**src/rtl/tlp_recv.sv**
```systemverilog
// tlp_recv: parses the 64-bit Avalon-ST PCIe RX stream into tlp_xcvr_pkg::Action entries queued in a small FIFO.
// Optional build macro TLP_RECV_STRICT_EN rejects MRd32/MWr32 with length!=1 or firstBE!=4'hF.
package tlp_xcvr_pkg;
  localparam int unsigned CHAN_W = 4;
  typedef logic [CHAN_W-1:0] Channel;
  typedef enum logic [1:0] {
    ACT_NONE  = 2'd0,
    ACT_WRITE = 2'd1,
    ACT_READ  = 2'd2,
    ACT_ERROR = 2'd3
  } ActKind;
  typedef struct packed {
    ActKind      kind;
    logic [15:0] reqId;
    logic [7:0]  tag;
    Channel      chan;
    logic [31:0] data;
    logic [7:0]  code;
  } Action;
endpackage

module tlp_recv
  import tlp_xcvr_pkg::*;
#(
  parameter int unsigned ACT_FIFO_DEPTH = 4,
  parameter int unsigned CHAN_LSB       = 3
) (
  input  logic        pcieClk_in,
  input  logic        pcieRstN_in,
  input  logic [63:0] rxData_in,
  input  logic        rxValid_in,
  output logic        rxReady_out,
  input  logic        rxSOP_in,
  input  logic        rxEOP_in,
  output Action       actData_out,
  output logic        actValid_out,
  input  logic        actReady_in
);

  localparam int unsigned PW = (ACT_FIFO_DEPTH > 1) ? $clog2(ACT_FIFO_DEPTH) : 1;
  localparam int unsigned CW = PW + 1;
  localparam logic [CW-1:0] DEPTH_C = CW'(ACT_FIFO_DEPTH);

  typedef enum logic [1:0] {S_IDLE, S_HDR1, S_DATA, S_DRAIN} state_t;

  state_t      state_q, state_d;
  logic [7:0]  fmt_q;
  logic [9:0]  len_q;
  logic [15:0] reqId_q;
  logic [7:0]  tag_q;
  logic [3:0]  be_q;
  Channel      chan_q;

  Action       mem_q [ACT_FIFO_DEPTH];
  logic [PW-1:0] wr_q, rd_q;
  logic [CW-1:0] count_q;

  logic        full, beat, push, pop, latch, latchChan;
  Action       pushAct;
  logic [31:0] addr;
  Channel      chanW;
  logic        isMrd, isMwr, strictBad;
  logic [7:0]  strictCode;

  assign full         = (count_q == DEPTH_C);
  assign actValid_out = (count_q != '0);
  assign actData_out  = actValid_out ? mem_q[rd_q] : '0;
  assign pop          = actValid_out && actReady_in;
  // Drained beats never push, except an SOP which pushes the abandon error.
  assign rxReady_out  = pcieRstN_in && (!full || (state_q == S_DRAIN && !rxSOP_in));
  assign beat         = rxValid_in && rxReady_out;

  assign addr  = rxData_in[31:0];
  assign chanW = addr[CHAN_LSB +: CHAN_W];
  assign isMrd = (fmt_q == 8'h00);
  assign isMwr = (fmt_q == 8'h40);

`ifdef TLP_RECV_STRICT_EN
  assign strictBad  = (isMrd || isMwr) && ((len_q != 10'd1) || (be_q != 4'hF));
  assign strictCode = (len_q != 10'd1) ? 8'hFE : 8'hFD;
`else
  logic unusedHdr;
  assign unusedHdr  = ^{len_q, be_q};
  assign strictBad  = 1'b0;
  assign strictCode = '0;
`endif

  always_comb begin
    state_d   = state_q;
    push      = 1'b0;
    pushAct   = '0;
    latch     = 1'b0;
    latchChan = 1'b0;
    if (beat) begin
      if (rxSOP_in) begin
        if (state_q != S_IDLE) begin
          push         = 1'b1;
          pushAct.kind = ACT_ERROR;
          pushAct.code = 8'hFF;
        end
        latch   = 1'b1;
        state_d = S_HDR1;
      end else begin
        case (state_q)
          S_HDR1: begin
            latchChan = 1'b1;
            state_d   = rxEOP_in ? S_IDLE : S_DRAIN;
            if (strictBad) begin
              push         = 1'b1;
              pushAct.kind = ACT_ERROR;
              pushAct.code = strictCode;
            end else if (isMrd) begin
              push          = 1'b1;
              pushAct.kind  = ACT_READ;
              pushAct.reqId = reqId_q;
              pushAct.tag   = tag_q;
              pushAct.chan  = chanW;
            end else if (isMwr && addr[2]) begin
              push         = 1'b1;
              pushAct.kind = ACT_WRITE;
              pushAct.chan = chanW;
              pushAct.data = rxData_in[63:32];
            end else if (isMwr) begin
              state_d = S_DATA;
            end else begin
              push         = 1'b1;
              pushAct.kind = ACT_ERROR;
              pushAct.code = fmt_q;
            end
          end
          S_DATA: begin
            push         = 1'b1;
            pushAct.kind = ACT_WRITE;
            pushAct.chan = chan_q;
            pushAct.data = rxData_in[31:0];
            state_d      = rxEOP_in ? S_IDLE : S_DRAIN;
          end
          S_DRAIN: begin
            if (rxEOP_in) state_d = S_IDLE;
          end
          default: ;
        endcase
      end
    end
  end

  always_ff @(posedge pcieClk_in or negedge pcieRstN_in) begin
    if (!pcieRstN_in) begin
      state_q <= S_IDLE;
      fmt_q   <= '0;
      len_q   <= '0;
      reqId_q <= '0;
      tag_q   <= '0;
      be_q    <= '0;
      chan_q  <= '0;
      wr_q    <= '0;
      rd_q    <= '0;
      count_q <= '0;
    end else begin
      state_q <= state_d;
      if (latch) begin
        fmt_q   <= rxData_in[31:24];
        len_q   <= rxData_in[9:0];
        reqId_q <= rxData_in[63:48];
        tag_q   <= rxData_in[47:40];
        be_q    <= rxData_in[35:32];
      end
      if (latchChan) chan_q <= chanW;
      if (push) wr_q <= wr_q + PW'(1);
      if (pop)  rd_q <= rd_q + PW'(1);
      count_q <= count_q + CW'(push) - CW'(pop);
    end
  end

  always_ff @(posedge pcieClk_in) begin
    if (push) mem_q[wr_q] <= pushAct;
  end

endmodule
```
**config.mk**
```make
export PLATFORM = sky130hd
export DESIGN_NAME = tlp_recv
export DESIGN_NICKNAME = d
export VERILOG_FILES = /design/src/rtl/tlp_recv.sv
export SDC_FILE = /design/constraint.sdc
export NUM_CORES = 1
export LEC_CHECK = 0
export CAP_MARGIN = 20
export CORE_UTILIZATION = 40
export DETAILED_ROUTE_END_ITERATION = 7
export SETUP_SLACK_MARGIN = 0.02
export SLEW_MARGIN = 25
export SYNTH_ARGS = -nofsm -noshare
export SYNTH_HDL_FRONTEND = slang
export SYNTH_SLANG_ARGS = --single-unit
```
**constraint.sdc**
```tcl
create_clock -name pcieClk_in -period 11.5 [get_ports pcieClk_in]
set_input_delay 1.725 -clock pcieClk_in [delete_from_list [all_inputs] [get_ports pcieClk_in]]
set_output_delay 1.725 -clock pcieClk_in [all_outputs]
set_load 0.02 [all_outputs]
```
==> key figures <==
Logic synthesis
  – Ys flop type: edfxtp_1
  – Main combinational cell family by area after synthesis: multiplexers
  – Seq cells post-synth: between 300 and 400
  – Synth top area share: a little over three fifths
  – Adder and majority gate portion of the synthesized area: under 10%
  – Async set-reset flop share out of synthesis: about 14%
  – Post-synth top area cell: edfxtp_1
  – Synthesized area: about 13,000 um2
  – Total number of yosys warnings: 0
  – Mux contribution to synthesized area: between 15 and 20%
  – Post-synthesis cell type count: 39
  – Largest cells by area after synthesis: edfxtp_1 (63%), mux4_2 (12%), dfrtp_1 (8.4%)
  – Post-synth EDFFs: 280
  – Synthesized net count: 812
  – Seq/Total Area, Yosys: a little under three quarters
  – Post-synthesis simple-gate area fraction: 7.30%
  – Synth Area in XOR/XNOR: less than 1%
  – Mapped Cells: around 730
  – Syn_area_per_cell: roughly 18 um2
  – Compound-Gate Fraction of Synth Area: just over 3%

Drt
  – DRT antenna net count: 0
  – Top sig layer: met5
  – Metal-1 WL: 13,200 um
  – 1st-pass router iterations: 5
  – Routed WL: between 20,000 and 30,000 um
  – Routed length per instance: roughly 22 um
  – Vias per cell: approximately 5.3
  – Via count: ~7,100
  – DRC Markers: 0
  – Met2 wire length: around 14,000 um
  – Met3 routed wirelength: 1540 um
  – Drt initial violations: slightly below 500

Min path
  – Hold Path Stages: 1
  – Worst Hold Launch: reqId_q[9]
  – HP Class: flip-flop to flip-flop
  – WHS Endpoint: reqId_q[9]

Place
  – DP Cell Count: 1,281
  – Dpl ws: about 5.9 ns
  – Placement Cell Area: 15,200 um2
  – GPL Wtd Cong: 0.783
  – Post-DP HPWL: 18,600 um
  – I/O Buffers: roughly 140

Global route
  – Vias in the first global route: approximately 7,300
  – Total GRT Usage: about 18%
  – First-pass GRT wire length: between 40,000 and 50,000 um
  – Grt total ovfl: 0
  – Largest net degree at the start of global routing: between 50 and 60
  – Initial antenna violation count: 2

CTS
  – Clock-pin slew on the worst setup and hold paths: 0.05 ns
  – Total setup buffers inserted after CTS: 0
  – Clock tree root buffer cell: clkbuf_16
  – Number of hold buffers added after CTS: 0
  – CTS Buf Count: 34
  – TritonCTS clock tree: yes
  – Clock Path Buffers: 3
  – Clock Sinks: 325
  – Clock Latency Late Sink: about 0.51 ns
  – Cts repair resizes: 0
  – CTS H-tree depth: 2

Die
  – CORE AREA: between 30,000 and 40,000 um2
  – Initial core utilization: a little over 40%
  – Die Width: around 180 um
  – Num ports: approximately 140
  – Rows: 66
  – Die span in y: 185 um
  – Die area: 34,100 um2

Finish
  – Final #Nets: roughly 960
  – Layout cells sized above 1: between 20% and 30%
  – Area Growth Syn to Fin: 23.6%
  – Post-Layout Cell Count: about 1,300
  – Cell area after layout: 16,500 um2
  – Highest-count cells in the layout ignoring fill and taps: edfxtp_1 (280), clkdlybuf4s50_1 (140), and2_1 (96)
  – Commonest non-fill, non-tap cell in the layout: edfxtp_1
  – FILL cells: between 2,000 and 3,000
  – Final core utilization: approximately 50%

Setup path
  – Crit-path max FO: 16
  – Crit path largest cell delay: roughly 0.7 ns
  – CP required: about 9.8 ns
  – CP max-delay cell: clkdlybuf4s50_1
  – Crit. End Element: output port
  – WP data arrival: approximately 3.6 ns
  – Reg2reg setup slack: between 7 and 8 ns
  – Worst-path cell chain: clkdlybuf4s50_1 -> nor2b_1 -> o21a_1 -> clkdlybuf4s50_1
  – Reg-to-Reg Start: state_q[0]
  – Worst r2r path cells: 7
  – Reg-to-reg endpoint: mem_q[3][52]
  – Worst setup SP type: input port
  – Crit path kind: input port to output port
  – Most common cell on crit path: clkdlybuf4s50_1

Power and ir drop
  – Static Leak: approximately 0.0054 uW
  – Part of the power in combinational logic: roughly a third
  – Pint: between 2000 and 3000 uW
  – Maximum VDD drop: around 0.00015 V
  – Cell Pwr Density: 258 nW/um2
  – Flop pwr share: 37.3%
  – Switch Pwr: 1270 uW
  – Clock share of power: between 20 and 30%
  – Net Sw Frac: between 20% and 30%

Run
  – Max cap viols: 0

STA
  – Slew Limit Fails: 0
  – F_max: between 0.15 and 0.2 GHz
  – Fin crit share: 46.7%
  – Final Setup Violations: 0
  – Worst-margin pin slew: 0.933 ns
  – Min Tclk post-route: roughly 5.4 ns
  – Fin. Hold Viols: 0
  – Setup WS post-layout: 6.13 ns
  – Relative slew slack: 37.7%
  – RSZ-0062 raised after global routing: no
  – Setup TNS: 0 ns
  – Setup Skew: ~0.022 ns

Status
  – Run status: finished clean
## power groups by stage
| stage | Clock (uW) | Combinational (uW) | Sequential [uW] |
|---|---|---|---|
| detailed placement | 0 | 1490 | 1620 |
| global placement | 0 | 1450 | 1640 |
| CTS | 1220 | 1490 | 1590 |
| global route | 1270 | 1570 | 1610 |
| finish | 1200 | 1460 | 1590 |
| floorplan | 0 | 957 | 1520 |
## flip-flops by register name, summed over array words and instances, names as in the netlist
signal / cells
chan_q: 4
count_q: 3
mem_q: 280
fmt_q: 8
reqId_q: 16
state_q: 2
wr_q: 2
tag_q: 8
rd_q: 2
## critical path: cells and delay by family
kind	cells	cell delay, ns
AND/OR/NAND/NOR	1	0.38
AO/OA/AOI/OAI	1	0.19
buffers and inverters	2	1.34
## worst max-delay path by stage
stage	cells after the start	end	from
after floorplan	4	mem_q[0][0]	rxSOP_in
after global placement	6	mem_q[3][3]	rxSOP_in
after detailed placement	6	mem_q[3][3]	rxSOP_in
after CTS	4	actData_out[48]	rd_q[0]
after global routing	4	actData_out[5]	rd_q[0]
final	4	rxReady_out	rxSOP_in
## per-stage QoR
stage	power, uW	hold slack [ns]
after floorplan	2480	0.470
after global placement	3090	0.479
after detailed placement	3110	0.486
after CTS	4310	0.498
after global routing	4450	0.518
final	4250	0.498
## routing by layer
layer / up-vias / GRT usage (%)
met1: 3674 / 25.3
met5: - / 0
li1: 3136 / -
met3: 37 / 3.14
met2: 213 / 28.6
met4: 2 / 4.97
## area by class of cell
cell class                 count  area [um2]  share of cell area [%]
clock buffer                  45         976                    5.92
clock inverter                16         273                    1.65
sequential                   325        9540                    57.9
antenna                        1        2.50                  0.0152
multi-input combinational    354        3600                    21.9
inverter                       9        33.8                   0.205
tap                          442         553                    3.36
timing repair buffer         151        1500                    9.11
## cells in the mapped netlist (2+ instances only)
library cell	n
a21oi_1	14
a22oi_1	32
and2_1	100
buf_2	16
buf_4	2
clkbuf_1	25
dfrtp_1	45
edfxtp_1	280
ha_1	10
inv_1	9
mux2_2	38
mux4_2	70
nand2_1	9
nand2b_1	2
nand3_1	3
nand4_1	4
nor2_1	41
nor2b_1	4
nor4_1	2
o21ba_2	2
or3_1	2
xnor2_1	4
## cell families (layout without fill, tap and decap cells)
family	Yosys count	after routing
DFF	325	325
and+or+nand+nor	173	173
muxes	108	108
AOI/OAI and AO/OA	57	57
buffers and inverters	52	221
adders and majority gates	11	11
xor gates and xnor gates	5	5
other	0	1
Power figures use the tool's default switching activity.
